### config.mk
export PLATFORM = sky130hd
export DESIGN_NAME = sdr_wrdata_reader
export DESIGN_NICKNAME = d
export VERILOG_FILES = /design/src/rtl/sdr_wrdata_reader.sv
export SDC_FILE = /design/constraint.sdc
export NUM_CORES = 1
export LEC_CHECK = 0
export ABC_AREA = 0
export BUFFER_PORTS_ARGS = -buffer_cell sky130_fd_sc_hd__buf_2
export CELL_PAD_IN_SITES_DETAIL_PLACEMENT = 1
export CELL_PAD_IN_SITES_GLOBAL_PLACEMENT = 2
export CORE_MARGIN = 8
export CORE_UTILIZATION = 31
export CTS_CLUSTER_SIZE = 25
export DETAILED_ROUTE_END_ITERATION = 7
export GPL_TIMING_DRIVEN = 0
export PLACE_DENSITY_LB_ADDON = 0.12
export SYNTH_ARGS = -nofsm -noshare
export SYNTH_HDL_FRONTEND = slang
export SYNTH_SLANG_ARGS = --single-unit
export TNS_END_PERCENT = 50
### constraint.sdc
create_clock -name clk -period 2.65 [get_ports clk]
set_clock_uncertainty 0.05 [all_clocks]
set_input_delay 0.1325 -clock clk [delete_from_list [all_inputs] [get_ports clk]]
set_output_delay 0.1325 -clock clk [all_outputs]
set_load 0.01 [all_outputs]
### src/rtl/sdr_wrdata_reader.sv
// Burst reader for the SDRAM write-data path: pops a requested number of words
// from a first-word-fall-through FIFO and presents them through a registered output stage.
module sdr_wrdata_reader #(
  parameter int W  = 32,
  parameter int LW = 8
) (
  input  logic          clk,
  input  logic          reset,
  input  logic          req_valid,
  input  logic [LW-1:0] req_len,
  output logic          req_ready,
  input  logic          fifo_empty,
  input  logic [W-1:0]  fifo_rd_data,
  output logic          fifo_rd_en,
  output logic [W-1:0]  dout_data,
  output logic          dout_valid,
  input  logic          dout_next,
  output logic          burst_done,
  output logic          underrun,
  input  logic          underrun_clr
);

  typedef enum logic [1:0] {
    IDLE   = 2'd0,
    FILL   = 2'd1,
    STREAM = 2'd2
  } state_e;

  state_e        state_q, state_d;
  logic [LW-1:0] rem_q, rem_d;
  logic [W-1:0]  data_q, data_d;
  logic          valid_q, valid_d;
  logic          done_q, done_d;
  logic          und_q, und_d;
  logic          pop;

  // Pops are gated by rem != 0, so rem can never wrap below zero.
  always_comb begin
    pop = 1'b0;
    case (state_q)
      FILL:    pop = ~fifo_empty;
      STREAM:  pop = dout_next & (rem_q != '0) & ~fifo_empty;
      default: pop = 1'b0;
    endcase
  end

  always_comb begin
    state_d = state_q;
    rem_d   = rem_q;
    data_d  = data_q;
    valid_d = valid_q;
    done_d  = 1'b0;
    und_d   = und_q;

    if ((state_q == FILL) && dout_next) begin
      und_d = 1'b1;
    end else if (underrun_clr) begin
      und_d = 1'b0;
    end

    case (state_q)
      IDLE: begin
        if (req_valid) begin
          if (req_len != '0) begin
            rem_d   = req_len;
            state_d = FILL;
          end else begin
            done_d = 1'b1;
          end
        end
      end
      FILL: begin
        if (pop) begin
          data_d  = fifo_rd_data;
          valid_d = 1'b1;
          rem_d   = rem_q - LW'(1);
          state_d = STREAM;
        end
      end
      STREAM: begin
        if (dout_next) begin
          if (pop) begin
            data_d = fifo_rd_data;
            rem_d  = rem_q - LW'(1);
          end else if (rem_q != '0) begin
            valid_d = 1'b0;
            state_d = FILL;
          end else begin
            valid_d = 1'b0;
            done_d  = 1'b1;
            state_d = IDLE;
          end
        end
      end
      default: begin
        valid_d = 1'b0;
        state_d = IDLE;
      end
    endcase
  end

  always_ff @(posedge clk or posedge reset) begin
    if (reset) begin
      state_q <= IDLE;
      rem_q   <= '0;
      data_q  <= '0;
      valid_q <= 1'b0;
      done_q  <= 1'b0;
      und_q   <= 1'b0;
    end else begin
      state_q <= state_d;
      rem_q   <= rem_d;
      data_q  <= data_d;
      valid_q <= valid_d;
      done_q  <= done_d;
      und_q   <= und_d;
    end
  end

  assign fifo_rd_en = pop & ~reset;
  assign req_ready  = (state_q == IDLE);
  assign dout_data  = data_q;
  assign dout_valid = valid_q;
  assign burst_done = done_q;
  assign underrun   = und_q;

endmodule

# Yosys cells after proc, flatten, opt, wreduce, memory -nomap -nowiden
# Cells that the tools add are included.
# totals
reg_bits,45
out_inout_bits,37
# op_classes
addsub,1
n_eq_ne,7
n_mux,28
bitwise,6
n_reduce_logical,11
# op_table
operator,n
32-bit 2-to-1 mux,2
32-bit one-hot mux with 2 select lines,1
8-bit 2-to-1 mux,4
8-bit one-hot mux with 3 select lines,1
8-bit nonzero test,2
1-bit 2-to-1 mux,11
2-bit 2-to-1 mux,5
"2-bit inequality test, second input constant",4
4-bit AND reduction,2
"8-bit by 1-bit subtractor with 8-bit output, second input constant",1
2-bit one-hot mux with 3 select lines,1
5-bit AND reduction,1
1-bit one-hot mux with 2 select lines,2
2-bit nonzero test,2
1-bit bitwise AND,3
1-bit NOT,3
1-bit one-hot mux with 3 select lines,1
3-bit nonzero test,1
"2-bit by 1-bit == test with 1-bit output, second input constant",1
"2-bit == test, second input constant",1
2-bit logical NOT,1
"2-bit by 1-bit inequality test with 1-bit output, second input constant",1
2-bit AND reduction,1
1-bit logical AND,1

# Depth between registers and ports, before layout
# logic_depth
depth_word,7
depth_mapped,8

# Least setup slack after synthesis
# No wires, ideal clock.
# synth_path
path_kind,reg-to-reg
startpoint,reg state_q[0]
endpoint,reg rem_q[5]
arrival_time_ns,1.878
t_required_ns,2.474
path_slack_ns,0.596
stages_incl_launch_ff,9
synth_period_minus_slack_ns,2.054
path_cell_list,dfrtp_1 -> inv_1 -> ha_1 -> buf_2 -> a21oi_1 -> a211oi_2 -> nand2_1 -> o311a_1 -> a221o_1
# synth_via
elab_chain_len,5
word_cells_on_any_way,12
# synth_rtl
element,line,source
"start, declared",29,"state_e state_q, state_d;"
"start signal, assigned",111,state_q <= state_d;
2-bit == test or 2-bit by 1-bit == test with 1-bit output (tied branches),"40, 61",
1-bit one-hot mux with 2 select lines,40,case (state_q)
8-bit 2-to-1 mux (2 in series),n/a,
8-bit one-hot mux with 3 select lines,61,case (state_q)
"end signal, assigned",112,rem_q <= rem_d;
"end, declared",30,"logic [LW-1:0] rem_q, rem_d;"
# Parallel ways exist; a longest one is shown, timed or not. The select of a mux whose other input is x is not followed.
# A chain may end at the register's enable or synchronous reset.

# Worst setup path after layout
# layout_path
startpoint,reg state_q[1]
endpoint,reg rem_q[5]
# Same word-level chain as after synthesis.

==> run summary <==
Gate Count Post-Synth: 181
largest net degree at the start of global routing: 32
1st-pass router iterations: 4
final cycle utilization of the critical path: 0.888
Max FO, Critical Path: 9
Syn Nets: 234
final instance area: 3200 sq um
minimum clock period: 2350 ps
row count: 31
dpl cell area: 2890 sq um
worst skew pair latency: 300 ps
TritonCTS Sinks: 45
hold slack: 5.92 ps
CP Cell Sequence: inv_1 > ha_1 > buf_2 > nor4b_1 > a211oi_2 > nand2_1 > o311a_1 > a221o_1
detailed-route vias per instance: 4.75
Final Net Count: 346
Routed WL: 6710 um
Arrival @ worst endpoint: 2500 ps
Reg clk slew, reported paths: 100 ps
outcome: finished clean
share of cells above drive strength 1: 0.449
Post-synth top flop: dfrtp_1
EDFF count, synth: 0
total track usage: 0.131
placed cells: 363
# IOs: 83
Setup CP Type: reg2reg
Syn Area/Cell: 12.9 sq um
Pwr Density: 1190 nW/um^2
ys async rst share: 1.00
Layout area overhead: 37.2%
clk buf depth: 2
Worst path slowest cell: a211oi_2
#FFs+latches synth: 45
first-pass GRT wire length: 10800 um
Yosys cell types: 43
Buffers on Ports: 82
Worst Hold Class: in2reg
top cell type's share of synthesized area: 0.483
DRC Markers: 0
RSZ-0062 raised after global routing: false
postcts setup bufs: 0
pre-CTS worst setup slack: 291 ps
initial core utilization: 0.322
GRT overflow: 0
gpl congestion: 0.706
Finished Layout Cells: 393
Worst IR Drop VDD: 0.355 mV
maxcap violations: 0
Overall Power: 3.81 mW
Worst path max stage delay: 490 ps
register area: 1130 sq um
Setup TNS Final: 0 ps
worst slew pin tran: 605 ps
DIE HEIGHT: 103 um
Slew HR: 0.594
CORE AREA: 7250 sq um
Critical Path RT: 2790 ps
ranking of synthesized cells by area: dfrtp_1 48%, mux2_4 19%, ha_1 3.8%
CTS Hold Bufs: 21
maximum clock frequency: 0.425 GHz
vias in the first global route: 2123
fin. max-slew vios: 0
Synth warnings: 0
Die ar.: 10600 sq um
mapped cell area: 2330 sq um
antenna violations before repair: 0
number of gates resized after cts: 0
Die W: 103 um
CTS tree: yes
sequential-to-total area share from yosys stat: 0.483
Setup WS post-layout: 296 ps
post-layout util: 0.441
Yosys top cell by area: dfrtp_1
Iteration-0 DRC Markers: 40
routed length per placed instance: 17.1 um
area of the multi-input gates: 1090 sq um
clock root cell: clkbuf_8
Worst Setup End Kind: flop
ANT cells: 0
post-DP HPWL: 4860 um
Startpoint Class: flop
Final Hold Vio Count: 0
endpoints failing setup: 0
fillcell total: 820
H-tree levels: 2
routed vias: 1867
total CTS buffers: 5
Post-DRT Antenna Nets: 0
leakage power: 1.62 nW
[kinds of logic (layout without fill, tap and decap cells)]
kind of cell | after synthesis | in the layout | synth area share
adder cells (fa/ha/maj) | 7 | 7 | 0.0376
multiplexers | 34 | 34 | 0.212
AND/OR/NAND/NOR | 36 | 36 | 0.0944
flip-flops | 45 | 45 | 0.483
AO/OA/AOI/OAI | 42 | 42 | 0.123
buffers and inverters | 17 | 130 | 0.0494
[cell type report]
| cell class | instances | share of cell area |
|---|---|---|
| plain buffers | 7 | 0.0242 |
| repair buffers | 105 | 0.203 |
| well taps | 99 | 0.0387 |
| inverters | 10 | 0.0117 |
| clock buffers | 5 | 0.0215 |
| multi-input cells | 119 | 0.341 |
| flip-flops and latches | 45 | 0.352 |
| clock inverters | 3 | 0.00782 |
[registers in the layout (all words and copies together), names as in the netlist]
signal,count
state_q,2
underrun,1
dout_data,32
dout_valid,1
burst_done,1
rem_q,8
[final timing paths]
kind	from	endpoint	cells past startpoint	slack (ps)
max reg2reg	state_q[1]	rem_q[5]	8	300
max in group asynchronous	reset	rem_q[4]	4	1750
min	fifo_rd_data[26]	dout_data[26]	2	6
min reg2reg	dout_data[18]	dout_data[18]	1	460
min in group asynchronous	reset	dout_data[26]	3	290
max	state_q[1]	rem_q[5]	8	300
[cells in the final DEF, fill, tap and decap left out, drive strengths merged, types with 2 or more instances in the layout]
| cell type | count |
|---|---|
| buf | 88 |
| nand3 | 6 |
| dlygate4sd3 | 22 |
| dfrtp | 45 |
| clkbuf | 7 |
| and3 | 2 |
| nor3 | 5 |
| inv | 11 |
| o21ai | 12 |
| ha | 7 |
| nand2 | 5 |
| nor2 | 6 |
| nand4 | 3 |
| a21o | 2 |
| nor2b | 2 |
| a211oi | 2 |
| nor4 | 3 |
| a2bb2oi | 2 |
| a21oi | 10 |
| a41o | 2 |
| nand2b | 2 |
| mux2 | 34 |
[routing by layer]
layer  vias up  wire length, um  global-route usage
li1        897                -                   -
met1       914             3110               0.166
met2        50             3180               0.220
met3         6              364              0.0243
met4         0               59              0.0389
met5         -                0                   0
[report_power, final]
| group | total [mW] | internal [mW] | leakage [nW] | switching [mW] |
|---|---|---|---|---|
| Clock | 0.461 | 0.191 | 0.0447 | 0.270 |
| Sequential | 1.27 | 1.03 | 0.538 | 0.239 |
| Combinational | 2.08 | 1.08 | 1.04 | 1.00 |
[cells in the mapped netlist, types with 2 or more instances]
master	count
inv_1	10
ha_1	7
a21oi_1	10
buf_12	3
nor2_1	6
dfrtp_1	45
nand2_1	5
o21ai_1	5
clkbuf_1	2
mux2_1	3
a41o_1	2
and3_1	2
a2bb2oi_1	2
o21ai_0	7
nand2b_1	2
nor3_1	5
nor4_1	2
mux2_4	30
nor2b_1	2
a21o_1	2
nand4_1	3
buf_2	2
nand3_1	4
[worst max-delay path: cells and delay by family (launching register included)]
kind                     cells  cell delay (ps)
AO/OA/AOI/OAI                3             1060
adder cells (fa/ha/maj)      1              140
buffers and inverters        2              310
flip-flops                   1              420
AND/OR/NAND/NOR              2              250
Power figures use the tool's default switching activity.
